## src/rtl/fft_drv_pkg.sv

```systemverilog
// Shared types and helpers for the FFT butterfly operand sequencer.
// Build option: FFT_DRV_CLEAR_STEP_EN adds the trailing CLEAR press.
package fft_drv_pkg;

  typedef enum logic [1:0] {
    IDLE,
    PRESS,
    GAP,
    DONE
  } drv_state_t;

  // Press k moves the butterfly controller into step k.
  typedef enum logic [3:0] {
    STORE_W   = 4'd0,
    STORE_B   = 4'd1,
    CALC_REWB = 4'd2,
    CALC_IMY  = 4'd3,
    CALC_IMZ  = 4'd4,
    STORE_A   = 4'd5,
    CALC_REZ2 = 4'd6,
    CALC_REZ  = 4'd7,
    CALC_REY  = 4'd8,
    DISP_REY  = 4'd9,
    DISP_IMY  = 4'd10,
    DISP_REZ  = 4'd11,
    DISP_IMZ  = 4'd12,
    CLEAR     = 4'd13
  } drv_step_t;

`ifdef FFT_DRV_CLEAR_STEP_EN
  localparam drv_step_t LAST_STEP = CLEAR;
`else
  localparam drv_step_t LAST_STEP = DISP_IMZ;
`endif

  // Steps whose press carries an operand byte on dataIn.
  function automatic logic is_data_step(input drv_step_t s);
    return (s == STORE_W) || (s == STORE_B) || (s == STORE_A);
  endfunction

  // Steps during which the butterfly shows a result byte.
  function automatic logic is_disp_step(input drv_step_t s);
    return (s == DISP_REY) || (s == DISP_IMY) || (s == DISP_REZ) || (s == DISP_IMZ);
  endfunction

  // Byte lane of out_data for a display step: ReY is the top byte.
  function automatic logic [1:0] disp_byte_index(input drv_step_t s);
    case (s)
      DISP_REY: return 2'd3;
      DISP_IMY: return 2'd2;
      DISP_REZ: return 2'd1;
      default:  return 2'd0;
    endcase
  endfunction

endpackage

```

## src/rtl/fft_butterfly_driver_press_timer.sv

```systemverilog
// Loadable down-counter with zero flag; times both the press and gap phases.
module press_timer #(
  parameter int unsigned WIDTH = 4
) (
  input  logic             clk,
  input  logic             rst,
  input  logic             load,
  input  logic [WIDTH-1:0] load_value,
  output logic             zero
);

  logic [WIDTH-1:0] count_q;

  // Load takes priority; otherwise count down and park at zero.
  always_ff @(posedge clk or posedge rst) begin
    if (rst) begin
      count_q <= '0;
    end else if (load) begin
      count_q <= load_value;
    end else if (count_q != '0) begin
      count_q <= count_q - 1'b1;
    end
  end

  assign zero = (count_q == '0);

endmodule

```

## src/rtl/fft_butterfly_driver.sv

```systemverilog
// Host-side sequencer that replays the butterfly's button-paced press
// sequence for one operand set and collects the four displayed bytes.
// Build option: FFT_DRV_CLEAR_STEP_EN issues the final CLEAR press.
module fft_butterfly_driver
  import fft_drv_pkg::*;
#(
  parameter int unsigned HOLD_CYCLES = 16,
  parameter int unsigned GAP_CYCLES  = 16
) (
  input  logic        Clock,
  input  logic        Reset,
  input  logic        in_valid,
  output logic        in_ready,
  input  logic [7:0]  in_w,
  input  logic [7:0]  in_b,
  input  logic [7:0]  in_a,
  output logic [7:0]  dataIn,
  output logic        ReadyIn,
  input  logic [7:0]  result,
  output logic        out_valid,
  input  logic        out_ready,
  output logic [31:0] out_data
);

  localparam int unsigned TMAX = (HOLD_CYCLES > GAP_CYCLES) ? HOLD_CYCLES : GAP_CYCLES;
  localparam int unsigned TW   = (TMAX > 1) ? $clog2(TMAX) : 1;
  localparam logic [TW-1:0] HOLD_LOAD = TW'(HOLD_CYCLES - 1);
  localparam logic [TW-1:0] GAP_LOAD  = TW'(GAP_CYCLES - 1);

  drv_state_t state_q, state_n;
  drv_step_t  step_q, step_n;

  logic [7:0]  b_q, a_q;
  logic [7:0]  data_q, data_n;
  logic        ready_q, ready_in_n;
  logic        in_ready_q, in_ready_n;
  logic        out_valid_q, out_valid_n;
  logic [31:0] out_data_q;

  logic          timer_load;
  logic [TW-1:0] timer_val;
  logic          timer_zero;
  logic          latch_en;
  logic          capture_en;

  press_timer #(.WIDTH(TW)) u_timer (
    .clk        (Clock),
    .rst        (Reset),
    .load       (timer_load),
    .load_value (timer_val),
    .zero       (timer_zero)
  );

  // Next-state and next-output logic; outputs are computed one cycle ahead
  // so every port is driven straight from a flop.
  always_comb begin
    state_n     = state_q;
    step_n      = step_q;
    timer_load  = 1'b0;
    timer_val   = '0;
    data_n      = data_q;
    ready_in_n  = ready_q;
    out_valid_n = out_valid_q;
    latch_en    = 1'b0;
    capture_en  = 1'b0;

    case (state_q)
      IDLE: begin
        if (in_valid && in_ready_q) begin
          latch_en   = 1'b1;
          state_n    = PRESS;
          step_n     = STORE_W;
          timer_load = 1'b1;
          timer_val  = HOLD_LOAD;
          ready_in_n = 1'b1;
          data_n     = in_w;
        end
      end
      PRESS: begin
        if (timer_zero) begin
          state_n    = GAP;
          timer_load = 1'b1;
          timer_val  = GAP_LOAD;
          ready_in_n = 1'b0;
        end
      end
      GAP: begin
        if (timer_zero) begin
          capture_en = is_disp_step(step_q);
          if (step_q == LAST_STEP) begin
            state_n     = DONE;
            out_valid_n = 1'b1;
          end else begin
            state_n    = PRESS;
            step_n     = drv_step_t'(step_q + 4'd1);
            timer_load = 1'b1;
            timer_val  = HOLD_LOAD;
            ready_in_n = 1'b1;
            // W is only ever loaded at accept, so a later data step is B or A.
            data_n     = '0;
            if (is_data_step(step_n)) begin
              data_n = (step_n == STORE_B) ? b_q : a_q;
            end
          end
        end
      end
      DONE: begin
        if (out_valid_q && out_ready) begin
          state_n     = IDLE;
          out_valid_n = 1'b0;
        end
      end
      default: state_n = IDLE;
    endcase

    in_ready_n = (state_n == IDLE);
  end

  // State, step, operand latches and registered outputs.
  always_ff @(posedge Clock or posedge Reset) begin
    if (Reset) begin
      state_q     <= IDLE;
      step_q      <= STORE_W;
      b_q         <= '0;
      a_q         <= '0;
      data_q      <= '0;
      ready_q     <= 1'b0;
      in_ready_q  <= 1'b1;
      out_valid_q <= 1'b0;
      out_data_q  <= '0;
    end else begin
      state_q     <= state_n;
      step_q      <= step_n;
      data_q      <= data_n;
      ready_q     <= ready_in_n;
      in_ready_q  <= in_ready_n;
      out_valid_q <= out_valid_n;
      if (latch_en) begin
        b_q <= in_b;
        a_q <= in_a;
      end
      if (capture_en) begin
        out_data_q[{disp_byte_index(step_q), 3'b000} +: 8] <= result;
      end
    end
  end

  assign in_ready  = in_ready_q;
  assign dataIn    = data_q;
  assign ReadyIn   = ready_q;
  assign out_valid = out_valid_q;
  assign out_data  = out_data_q;

endmodule

```

## config.mk

```make
export PLATFORM = sky130hd
export DESIGN_NAME = fft_butterfly_driver
export DESIGN_NICKNAME = d
export VERILOG_FILES = /design/src/rtl/fft_drv_pkg.sv /design/src/rtl/fft_butterfly_driver_press_timer.sv /design/src/rtl/fft_butterfly_driver.sv
export SDC_FILE = /design/constraint.sdc
export NUM_CORES = 1
export LEC_CHECK = 0
export CAP_MARGIN = 20
export CORE_MARGIN = 8
export CORE_UTILIZATION = 25
export CTS_BUF_LIST = sky130_fd_sc_hd__clkbuf_8
export DETAILED_ROUTE_END_ITERATION = 6
export PLACE_DENSITY = 0.42
export SLEW_MARGIN = 25
export SYNTH_ARGS = -nofsm -noshare
export SYNTH_HDL_FRONTEND = slang
export SYNTH_SLANG_ARGS = --single-unit
```

## constraint.sdc

```tcl
create_clock -name Clock -period 3.3 [get_ports Clock]
set_input_delay 0.66 -clock Clock [delete_from_list [all_inputs] [get_ports Clock]]
set_output_delay 0.66 -clock Clock [all_outputs]
set_load 0.02 [all_outputs]
```

; ---- After elaboration in Yosys (flattened, before gate mapping)
; Index checks and enable logic that the tools add are counted.
[totals]
mem_bits_rw = 0
input_bits = 36
output_inout_bits = 43
register_bits = 69
mem_count = 0
latchBits = 0
mem_bits_ro = 0
[classes]
shifts = 2
n_addsub = 3
n_eq_ne = 15
muxes = 43
div = 0
reduce_logical = 19
magnitude_cmp = 0
bitwise_logic = 0
n_mul = 0
[ops]
columns = op, count
row1 = two-way mux 8 bit, 5
row2 = two-way mux 4 bit, 9
row3 = bitwise mux 32 bit, 1
row4 = variable shift 8 x 7 -> 32 bit (first input constant), 1
row5 = indexed part select 8 x 7 -> 32 bit, 1
row6 = equality test 4 bit (second input constant), 4
row7 = one-hot mux 8 bit (2 select lines), 1
row8 = two-way mux 1 bit, 14
row9 = two-way mux 2 bit, 6
row10 = inequality test 2 bit (second input constant), 6
row11 = one-hot mux 4 bit (3 select lines), 1
row12 = logical NOT 4 bit, 2
row13 = one-hot mux 2 bit (4 select lines), 1
row14 = one-hot mux 4 bit (2 select lines), 1
row15 = AND reduction 4 bit, 2
row16 = negator 5 -> 7 bit, 1
row17 = one-hot mux 1 bit (3 select lines), 2
row18 = one-hot mux 2 bit (3 select lines), 1
row19 = nonzero test 2 bit, 3
row20 = logical OR 1 bit, 5
row21 = AND reduction 5 bit, 1
row22 = adder 4 x 1 -> 4 bit (second input constant), 1
row23 = equality test 2 bit (second input constant), 2
row24 = equality test 4 x 1 -> 1 bit (second input constant), 1
row25 = 8 further kinds, 10

; ---- Depth between registers and ports, before layout
; Gate-level depths: netlist of the first run.
[logic_depth]
ltp_word = 10
ltp_mapped = 9
ltp_nobuf = 8

; ---- Modules after synthesis
; A second synthesis of the first run with hierarchy kept.
[hier_totals]
cells_unflattened = 321
area_unflattened_um2 = 3407.0
[modules_own_cells]
columns = module, n_inst, cells_each, area_each_um2, seq_area_each_um2
row1 = fft_butterfly_driver, 1, 298, 3170.5, 1627.8
row2 = press_timer, 1, 23, 236.5, 100.1

; ---- Worst setup path after synthesis of the first run
; Ideal clock, no wire load.
[synth_timing]
path_type = reg-to-reg
start = register step_q[0]
end = register out_data_q[24] (netlist: out_data[24])
n_path_buf = 0
path_stages_with_launch = 6
t_required_ns = 3.232
t_arrival_ns = 2.391
setup_slack_ns = 0.842
path_cell_list = dfrtp_1 > ha_1 > o21ai_0 > ha_1 > nor4_1 > a31o_1
[synth_between]
elab_chain_cells = 6
word_cells_on_any_way = 15
cone_classes = add/sub (1) / eq/ne (4) / shift (2) / mux (5) / reduce/logical (3)
[synth_rtl]
columns = element, line
row1 = from (decl), fft_butterfly_driver.sv:31  ; drv_step_t step_q, step_n;
row2 = from (signal assigned), fft_butterfly_driver.sv:133  ; step_q <= step_n;
row3 = equality test 4 bit, "fft_drv_pkg.sv:43, fft_drv_pkg.sv:48"
row4 = one-hot mux 2 bit (3 select lines) or logical OR 1 bit (tied branches), "fft_drv_pkg.sv:48, fft_drv_pkg.sv:43"
row5 = two-way mux 2 bit or logical OR 1 bit (tied branches), "fft_butterfly_driver.sv:142, fft_drv_pkg.sv:43"
row6 = negator 5 -> 7 bit or logical OR 1 bit (tied branches), "fft_butterfly_driver.sv:143, fft_drv_pkg.sv:43"
row7 = indexed part select 8 x 7 -> 32 bit (tied with other cells), fft_butterfly_driver.sv:143  ; out_data_q[{disp_byte_index(step_q), 3'b000} +: 8] <= result;
row8 = bitwise mux 32 bit or two-way mux 1 bit (tied branches), "fft_butterfly_driver.sv:143, fft_butterfly_driver.sv:67"
row9 = "to (signal, indexed assignment)", fft_butterfly_driver.sv:143
row10 = to (decl), fft_butterfly_driver.sv:38  ; logic [31:0] out_data_q;
; Several ways; a longest one is shown, not always the timed one. The select of a mux whose other input is x is not followed.
; A chain may end at the register's enable or synchronous reset.

; ---- Worst setup path in the final report of the first run
[layout_timing]
start = register step_q[0]
end = register out_data_q[21] (netlist: out_data[21])
; The elaborated chain is that of the path after synthesis.

==> flow_metrics.py, run 1 <==
metrics = {
    "run_status": {
        "result_of_the_run": "complete, no violations",
    },
    "drt": {
        "vias_per_cell": 4.78,
        "number_of_drc_violations_after_detailed_routing": 0,
        "drt-pass1-iter-count": 4,
        "routed_wl_um": 10200,
        "initialDrtViolationCount": 120,
        "wl_per_cell_um": 17.7,
        "antenna_violating_nets_post_route": 0,
        "dr_total_vias": 2765,
    },
    "sta": {
        "grt_setup_unrepaired": "false",
        "max_slew_margin_pct": 47.7,
        "fmax_mhz": 369,
        "hold_viol": 0,
        "final.period_utilization_pct": 82.2,
        "worst-slew-pin-transition_ps": 782,
        "worst_clock_skew_ps": 11.9,
        "maxSlewViolCount": 0,
        "finalCriticalPeriod_ps": 2710,
        "totalNegativeSetupSlack_ps": 0,
        "setup_violation_total_in_the_final_timing_report": 0,
    },
    "floorplan": {
        "die_area_um2": 18200,
        "coreArea_um2": 13900,
        "initial_core_util_pct": 25.5,
        "io_pins": 79,
        "die_w_um": 135,
        "placement_rows": 43,
        "die_height_um": 135,
    },
    "setup_path": {
        "worstSetupPathType": "flip-flop to flip-flop",
        "worst-endpoint-required_ps": 3590,
        "critical_path.startpoint_type": "flip-flop",
        "worstSetupStartpoint": "step_q[0]$_DFFE_PP0P_",
        "cp.arrival_ps": 3000,
        "worstReg2RegStart": "step_q[0]$_DFFE_PP0P_",
        "crit_path_end_kind": "flip-flop",
        "worstPathMaxFanout": 36,
    },
    "pwr": {
        "share_clk_of_total_power_pct": 48.4,
        "power.static_leakage_nw": 2.04,
        "total_switching_power_mw": 0.375,
        "combPwrFrac_pct": 4.2,
        "seqPwrFrac_pct": 47.4,
        "switching_share_pct": 21.1,
        "max_ir_drop_vdd_mv": 0.173,
        "power.internal_mw": 1.41,
        "cellPowerDensity_nw_per_um2": 375,
    },
    "placed_design": {
        "placed_area_um2": 4510,
        "routabilityCongestion": 0.750,
        "buffer_ports.inserted": 78,
        "place_hpwl_um": 7150,
    },
    "global_routing": {
        "maximum_number_of_pins_on_one_net_before_global_route_repair": 37,
        "grt_first_pass_wirelength_um": 16700,
        "first_global_vias": 2958,
        "grt_antenna_before_repair": 0,
        "grt.overflow.total": 0,
        "grt_use_total_pct": 11.7,
    },
    "clocking": {
        "cts_resized": 0,
        "clock_sinks": 69,
        "clock_tree_from_tritoncts": "yes",
        "clockRootBuffer": "sky130_fd_sc_hd__clkbuf_8",
        "htree_num_levels": 3,
        "hold_buffers": 0,
        "numCtsBuffers": 9,
        "cts_post_setup_buffers_inserted": 0,
        "ctsLongestPathBuffers": 2,
        "worst_skew_pair.late_latency_ps": 360,
        "clk_pin_slew_ps": 80,
    },
    "logic_synthesis": {
        "ys_async_sr_fraction_pct": 100,
        "synth-warning-count": 0,
        "synth_fp_nets": 358,
        "synth.cell_area_um2": 3540,
        "postSynthRegisterBits": 69,
        "syn_inst": 311,
        "number_of_enable_flip_flop_cells_after_synthesis": 0,
        "synth_top_flop_cell": "sky130_fd_sc_hd__dfrtp_1",
        "synth_area_per_cell_um2": 11.4,
        "post_synthesis_sequential_area_ratio_pct": 48.8,
        "ys_types": 41,
    },
    "worst_hold_path": {
        "worst_hold_startpoint": "b_q[2]$_DFFE_PP0P_",
        "timing.hold.worst.class": "flip-flop to flip-flop",
    },
    "finish": {
        "layout.cells.most_common": "sky130_fd_sc_hd__clkdlybuf4s50_1",
        "diodes": 0,
        "final_cell_mix": "sky130_fd_sc_hd__clkdlybuf4s50_1 (78), sky130_fd_sc_hd__dfrtp_1 (68), sky130_fd_sc_hd__a21boi_0 (39), sky130_fd_sc_hd__a31o_1 (32), sky130_fd_sc_hd__mux2_2 (18)",
        "finish.net_count": 440,
        "final_cell_area_um2": 4760,
        "layout-drive-gt1-share_pct": 14.6,
        "area_delta_synth_final_pct": 34.4,
    },
    "run": {
        "drv_cap": 0,
    },
}
## synthesized netlist by cell type, types with 5 or more instances
master                      count  share of area (%)
sky130_fd_sc_hd__dfrtp_1       68                 48
sky130_fd_sc_hd__ha_1          11                3.9
sky130_fd_sc_hd__inv_1          9               0.95
sky130_fd_sc_hd__buf_6          7                2.2
sky130_fd_sc_hd__nand3_1        6               0.85
sky130_fd_sc_hd__nor2_1         8               0.85
sky130_fd_sc_hd__a2bb2oi_1      8                2.0
sky130_fd_sc_hd__nand2_1       11                1.2
sky130_fd_sc_hd__a22o_1         5                1.2
sky130_fd_sc_hd__a21oi_1       14                2.0
sky130_fd_sc_hd__and3_1         9                1.6
sky130_fd_sc_hd__mux2_2        18                5.7
sky130_fd_sc_hd__or2_2          9                1.6
sky130_fd_sc_hd__a31o_1        32                7.9
sky130_fd_sc_hd__o211ai_1       9                1.9
sky130_fd_sc_hd__o21ai_0        6               0.85
sky130_fd_sc_hd__a21boi_0      39                8.3
sky130_fd_sc_hd__clkbuf_1       5               0.53
## power groups by stage
stage / Sequential, mW / Combinational (mW) / Clock (mW)
after floorplan: 0.862 / 0.0133 / 0
after global placement: 0.862 / 0.0767 / 0
after detailed placement: 0.862 / 0.0763 / 0
after CTS: 0.845 / 0.0765 / 0.898
after global routing: 0.845 / 0.0804 / 0.940
final: 0.845 / 0.0739 / 0.863
## area by class of cell
class	instances	area, um^2
multi-input combinational	216	1650
timing repair buffer	88	868
tap	180	225
sequential	69	1730
fill	1402	9130
clock buffer	10	138
clock inverter	6	110
inverter	9	33.8
## metal layers
| layer | GRT usage, % | routed length (um) | vias to the layer above |
|---|---|---|---|
| met1 | 15.3 | 4910 | 1355 |
| li1 | - | - | 1321 |
| met3 | 3.86 | 677 | 13 |
| met2 | 17.4 | 4460 | 76 |
| met4 | 4.87 | 175 | 0 |
| met5 | 0 | 0 | - |
## sequential cells by signal, indices dropped and copies added, names as in the netlist
register	count
out_data	32
a_q	8
b_q	8
dataIn	8
step_q	4
u_timer.count_q	4
state_q	2
ReadyIn	1
in_ready	1
out_valid	1
## logic make-up after synthesis
family	count (synthesis)	synth area share [%]
compound gates	120	26.3
flops	69	48.8
simple gates	64	10.0
buf+inv	26	4.46
mux	18	5.73
fa+ha+maj	11	3.89
xor+xnor	3	0.743
## stage by stage
stage	total power, mW	setup slack [ps]	util (%)	std cells	hold WS [ps]
after floorplan	0.875	842	-	311	472
after global placement	0.938	676	32.5	562	483
after detailed placement	0.938	632	32.5	562	489
after CTS	1.82	590	34.3	578	507
after global routing	1.86	345	34.3	578	516
final	1.78	588	34.3	578	503
## path summary, 6_finish.rpt
path	to	slack [ps]	cells after the start
max	out_data[21]$_DFFE_PP0P_	590	7
min in group asynchronous	step_q[1]$_DFFE_PP0P_	760	2
max reg2reg	out_data[21]$_DFFE_PP0P_	590	7
min reg2reg	b_q[2]$_DFFE_PP0P_	500	1
min	b_q[2]$_DFFE_PP0P_	500	1
max in group asynchronous	in_ready$_DFF_PP1_	1850	3
## worst max-delay path: stages, from the launching register on
cell and delay [ps]:
sky130_fd_sc_hd__dfrtp_1 450, sky130_fd_sc_hd__inv_1 130, sky130_fd_sc_hd__ha_1 550, sky130_fd_sc_hd__inv_1 180
sky130_fd_sc_hd__a2111oi_4 380, sky130_fd_sc_hd__buf_4 370, sky130_fd_sc_hd__and2_1 360, sky130_fd_sc_hd__a31o_1 200
(Power assumes the default switching activity.)
==> run 2: changes to the inputs <==
- PLACE_DENSITY: 0.42 -> 0.44
- clock period: 3.3 -> 2.3 ns (I/O delays scaled with it)
==> flow_metrics.py, run 2 (synthesized netlist as in run 1, its figures left out) <==
metrics = {
    "pwr": {
        "power.static_leakage_nw": 2.10,
        "seqPwrFrac_pct": 54.4,
        "share_clk_of_total_power_pct": 40.9,
        "cellPowerDensity_nw_per_um2": 461,
        "total_switching_power_mw": 0.519,
        "switching_share_pct": 23.3,
        "combPwrFrac_pct": 4.7,
        "max_ir_drop_vdd_mv": 0.162,
        "fin_total_pwr_mw": 2.23,
        "power.internal_mw": 1.71,
    },
    "floorplan": {
        "coreArea_um2": 13900,
        "die_w_um": 135,
        "io_pins": 79,
        "initial_core_util_pct": 25.5,
        "die_height_um": 135,
        "die_area_um2": 18200,
        "placement_rows": 43,
    },
    "clocking": {
        "clock_sinks": 69,
        "numCtsBuffers": 9,
        "cts_post_setup_buffers_inserted": 0,
        "hold_buffers": 0,
        "clock_tree_from_tritoncts": "yes",
        "ctsLongestPathBuffers": 2,
        "clockRootBuffer": "sky130_fd_sc_hd__clkbuf_8",
        "clk_pin_slew_ps": 70,
        "htree_num_levels": 3,
        "worst_skew_pair.late_latency_ps": 350,
        "cts_resized": 0,
    },
    "sta": {
        "grt_setup_unrepaired": "false",
        "finalHoldWorstSlack_ps": 474,
        "max_slew_margin_pct": 66.6,
        "worst-slew-pin-transition_ps": 497,
        "setup_violation_total_in_the_final_timing_report": 0,
        "maxSlewViolCount": 0,
        "fmax_mhz": 462,
        "final.period_utilization_pct": 94.2,
        "finalCriticalPeriod_ps": 2170,
        "worst_clock_skew_ps": 5.05,
        "hold_viol": 0,
        "totalNegativeSetupSlack_ps": 0,
    },
    "setup_path": {
        "worstSetupPathType": "flip-flop to flip-flop",
        "worstPathMaxFanout": 36,
        "critical-path-max-stage-delay_ps": 420,
        "worstReg2RegStart": "u_timer.count_q[0]$_DFFE_PP0P_",
        "cp.arrival_ps": 2450,
        "worstSetupStartpoint": "u_timer.count_q[0]$_DFFE_PP0P_",
        "critical_path.startpoint_type": "flip-flop",
        "worst_path_max_delay_cell": "sky130_fd_sc_hd__or3b_1",
        "worst-endpoint-required_ps": 2590,
        "worstPathCellList": "inv_1, ha_1, or3b_1, a2111oi_4, buf_12, and2_2, a31o_1",
        "crit_path_end_kind": "flip-flop",
    },
    "finish": {
        "layout-drive-gt1-share_pct": 18.9,
        "area_delta_synth_final_pct": 36.7,
        "final_cell_area_um2": 4840,
        "layout.cells.most_common": "sky130_fd_sc_hd__clkdlybuf4s50_1",
        "diodes": 0,
        "finish.net_count": 455,
        "final_cell_mix": "sky130_fd_sc_hd__clkdlybuf4s50_1 (78), sky130_fd_sc_hd__dfrtp_1 (68), sky130_fd_sc_hd__a21boi_0 (39), sky130_fd_sc_hd__a31o_1 (32), sky130_fd_sc_hd__buf_4 (22)",
        "flip_flop_count_of_the_largest_register_all_copies_and_words_added": 32,
    },
    "placed_design": {
        "routabilityCongestion": 0.754,
        "place_hpwl_um": 7240,
        "placed_area_um2": 4660,
        "buffer_ports.inserted": 78,
    },
    "drt": {
        "wl_per_cell_um": 17.2,
        "number_of_drc_violations_after_detailed_routing": 0,
        "routed_wl_um": 10200,
        "drt-pass1-iter-count": 4,
        "vias_per_cell": 4.76,
        "dr_total_vias": 2820,
        "initialDrtViolationCount": 113,
        "antenna_violating_nets_post_route": 0,
    },
    "run": {
        "drv_cap": 0,
    },
    "worst_hold_path": {
        "timing.hold.worst.class": "input port to asynchronous set/reset pin",
    },
    "global_routing": {
        "global_route.peak_usage_layer": "met2",
        "groute.layer.met2.usage_pct": 17.3,
        "grtUsageMet3_pct": 3.90,
        "grt_antenna_before_repair": 0,
        "grt_first_pass_wirelength_um": 16600,
        "maximum_number_of_pins_on_one_net_before_global_route_repair": 70,
        "grt_use_total_pct": 11.7,
        "groute.layer.met1.usage_pct": 15.3,
        "grt.overflow.total": 0,
        "first_global_vias": 2998,
    },
    "run_status": {
        "result_of_the_run": "complete, no violations",
    },
}
-- run 2: final cells by class --
type	count	area (um^2)
Sequential cell	69	1730
Clock inverter	4	23.8
Fill cell	1428	9040
Multi-Input combinational cell	216	1670
Timing Repair Buffer	103	1010
Tap cell	180	225
Inverter	9	33.8
Clock buffer	11	151
-- run 2: worst max-delay path, delay by kind of cell (launching register included) --
| kind | cells | cell delay [ps] |
|---|---|---|
| AOI/OAI and AO/OA | 2 | 520 |
| adders and majority gates | 1 | 210 |
| buffers and inverters | 2 | 310 |
| DFF | 1 | 370 |
| and+or+nand+nor | 2 | 680 |
-- run 2: power by group through the flow --
stage / Sequential, mW / Combinational (mW) / Clock, mW
floorplan: 1.24 / 0.0191 / 0
global placement: 1.24 / 0.108 / 0
detailed placement: 1.24 / 0.108 / 0
CTS: 1.21 / 0.108 / 0.972
global route: 1.21 / 0.114 / 1.01
finish: 1.21 / 0.105 / 0.910
-- run 2: path summary, 6_finish.rpt --
path | cells past startpoint | end | slack (ps)
min reg2reg | 1 | b_q[3]$_DFFE_PP0P_ | 510
min in group Clock | 1 | b_q[3]$_DFFE_PP0P_ | 510
max | 7 | out_data[15]$_DFFE_PP0P_ | 130
max in group asynchronous | 3 | in_ready$_DFF_PP1_ | 1430
min | 3 | out_data[15]$_DFFE_PP0P_ | 470
max reg2reg | 7 | out_data[15]$_DFFE_PP0P_ | 130
-- run 2: per-layer routing --
metal	part of all wire (%)	wire length, um
met5	0	0
met3	7.3	744
met1	48	4860
met4	1.7	172
met2	43	4430
-- run 2: metrics by stage --
stage	instances	util [%]	setup slack [ps]
after global routing	592	34.8	24.6
after floorplan	311	-	8.48
after global placement	577	33.5	104
after detailed placement	577	33.5	54.3
final	592	34.8	133
after CTS	592	34.8	34.1
==> run 3: changes to the inputs <==
- PLACE_DENSITY: 0.44 -> 0.42
- REMOVE_ABC_BUFFERS: not set -> 1
- clock period: 2.3 -> 2.19 ns (I/O delays scaled with it)
==> flow_metrics.py, run 3 (synthesized netlist as in run 1, its figures left out) <==
metrics = {
    "finish": {
        "area_delta_synth_final_pct": 39.6,
        "layout.cells.most_common": "sky130_fd_sc_hd__clkdlybuf4s50_1",
        "final_cell_area_um2": 4940,
        "diodes": 0,
        "final_cell_mix": "sky130_fd_sc_hd__clkdlybuf4s50_1 (78), sky130_fd_sc_hd__dfrtp_1 (66), sky130_fd_sc_hd__a21boi_0 (39), sky130_fd_sc_hd__a31o_1 (32), sky130_fd_sc_hd__buf_4 (23)",
        "flip_flop_count_of_the_largest_register_all_copies_and_words_added": 32,
        "layout-drive-gt1-share_pct": 21.2,
        "finish.utilization_pct": 35.6,
        "num-fill-cells": 1415,
        "finish.net_count": 457,
    },
    "setup_path": {
        "timing.critical_path.max_delay_family": "compound AO/OA/AOI/OAI gates",
        "worstPathCellList": "inv_1, ha_2, inv_1, a2111oi_4, buf_4, clkbuf_16, a21boi_0, a31o_1",
        "worst_path_max_delay_cell": "sky130_fd_sc_hd__dfrtp_2",
        "worstPathBufferInverterCount": 4,
        "critical_path.most_common_cell": "sky130_fd_sc_hd__inv_1",
        "crit_path_end_kind": "flip-flop",
        "critical-path-max-stage-delay_ps": 450,
        "worstSetupPathType": "flip-flop to flip-flop",
        "worstPathMaxFanout": 15,
        "critical_path.startpoint_type": "flip-flop",
        "cp.arrival_ps": 2330,
        "worst-endpoint-required_ps": 2440,
    },
    "sta": {
        "final.setup.worst_slack_ps": 113,
        "finalCriticalPeriod_ps": 2080,
        "fmax_mhz": 481,
        "maxSlewViolCount": 0,
        "setup_violation_total_in_the_final_timing_report": 0,
        "max_slew_margin_pct": 71.3,
        "final.period_utilization_pct": 94.9,
        "worst-slew-pin-transition_ps": 430,
        "worst_clock_skew_ps": 9.54,
        "grt_setup_unrepaired": "false",
        "hold_viol": 0,
    },
    "drt": {
        "antenna_violating_nets_post_route": 0,
        "vias_per_cell": 4.73,
        "wl_per_cell_um": 17.2,
        "initialDrtViolationCount": 127,
        "routed_wl_um": 10300,
        "number_of_drc_violations_after_detailed_routing": 0,
        "dr_total_vias": 2813,
        "drt-pass1-iter-count": 4,
    },
    "pwr": {
        "power.static_leakage_nw": 2.13,
        "cellPowerDensity_nw_per_um2": 528,
        "switching_share_pct": 21.8,
        "max_ir_drop_vdd_mv": 0.255,
        "total_switching_power_mw": 0.567,
        "seqPwrFrac_pct": 48.9,
        "share_clk_of_total_power_pct": 47.0,
        "combPwrFrac_pct": 4.2,
        "power.internal_mw": 2.04,
    },
    "global_routing": {
        "grt_use_total_pct": 11.3,
        "grt_antenna_before_repair": 0,
        "first_global_vias": 2969,
        "maximum_number_of_pins_on_one_net_before_global_route_repair": 70,
        "grt.overflow.total": 0,
        "grt_first_pass_wirelength_um": 16200,
    },
    "clocking": {
        "numCtsBuffers": 9,
        "clock_sinks": 69,
        "clockRootBuffer": "sky130_fd_sc_hd__clkbuf_8",
        "worst_skew_pair.late_latency_ps": 360,
        "clk_pin_slew_ps": 70,
        "htree_num_levels": 3,
        "ctsLongestPathBuffers": 2,
        "clock_tree_from_tritoncts": "yes",
    },
    "run": {
        "drv_cap": 0,
    },
    "placed_design": {
        "place_ws_ps": 13.2,
        "place_hpwl_um": 7110,
        "buffer_ports.inserted": 78,
        "placed_area_um2": 4650,
        "routabilityCongestion": 0.744,
    },
    "worst_hold_path": {
        "timing.hold.worst.class": "input port to asynchronous set/reset pin",
    },
    "floorplan": {
        "die_area_um2": 18200,
        "die_w_um": 135,
        "io_pins": 79,
        "placement_rows": 43,
        "initial_core_util_pct": 25.5,
        "die_height_um": 135,
        "coreArea_um2": 13900,
    },
    "run_status": {
        "result_of_the_run": "complete, no violations",
    },
}
-- run 3: cell types whose count changed in the layout (fill, tap and decap cells not counted), sizes merged --
| cell | delta |
|---|---|
| clkbuf | +1 |
| clkinv | -1 |
| buf | +1 |
| bufinv | +2 |
-- run 3: stage by stage --
step                      setup TNS, ps  instances  power (mW)  hold slack (ps)
after floorplan                   -9360        294        1.32              472
after global placement                0        577        1.41              484
after detailed placement              0        577        1.41              490
after CTS                             0        593        2.66              480
after global routing                  0        595        2.71              525
final                                 0        595        2.61              474
-- run 3: power by group through the flow --
stage,Combinational (mW),Clock [mW],Sequential (mW)
global placement,0.114,0,1.30
floorplan,0.0201,0,1.30
detailed placement,0.113,0,1.30
global route,0.119,1.32,1.27
CTS,0.113,1.27,1.27
finish,0.109,1.22,1.27
-- run 3: worst paths after layout --
path,startpoint,to,slack (ps),cells past startpoint
min,Reset,b_q[6]$_DFFE_PP0P_,470,3
max in group asynchronous,Reset,in_ready$_DFF_PP1_,1360,3
max,step_q[0]$_DFFE_PP0P_,out_data[6]$_DFFE_PP0P_,110,8
min in group Clock,a_q[0]$_DFFE_PP0P_,a_q[0]$_DFFE_PP0P_,500,1
max reg2reg,step_q[0]$_DFFE_PP0P_,out_data[6]$_DFFE_PP0P_,110,8
min reg2reg,a_q[0]$_DFFE_PP0P_,a_q[0]$_DFFE_PP0P_,500,1
-- run 3: per-layer routing --
layer,part of all wire (%),track usage [%],vias up
li1,-,-,1357
met1,47,14.5,1367
met2,44,16.8,77
met3,7.1,3.90,12
met4,1.7,4.81,0
met5,0,0,-
-- run 3: tightest hold or removal path: cells and delay by family --
kind / cells / cell delay (ps)
buffers and inverters: 3 / 800
-- run 3: timing repair --
action | in CTS | in global routing
endpoints found under the hold margin | 0 | 0
hold buffers | 0 | 0
pin swaps | 0 | 1
buffers inserted | 0 | 1
resized for setup | 4 | 10
setup endpoints to repair | 31 | 32
gates cloned | 0 | 1
-- run 3: final cells by class --
cell class,instances,area [um^2],area share (%)
clock buffers,11,151,3.07
clock inverters,5,82.6,1.67
inverters,9,33.8,0.684
multi-input cells,216,1680,33.9
flip-flops and latches,69,1730,35.0
well taps,180,225,4.56
repair buffers,105,1040,21.0
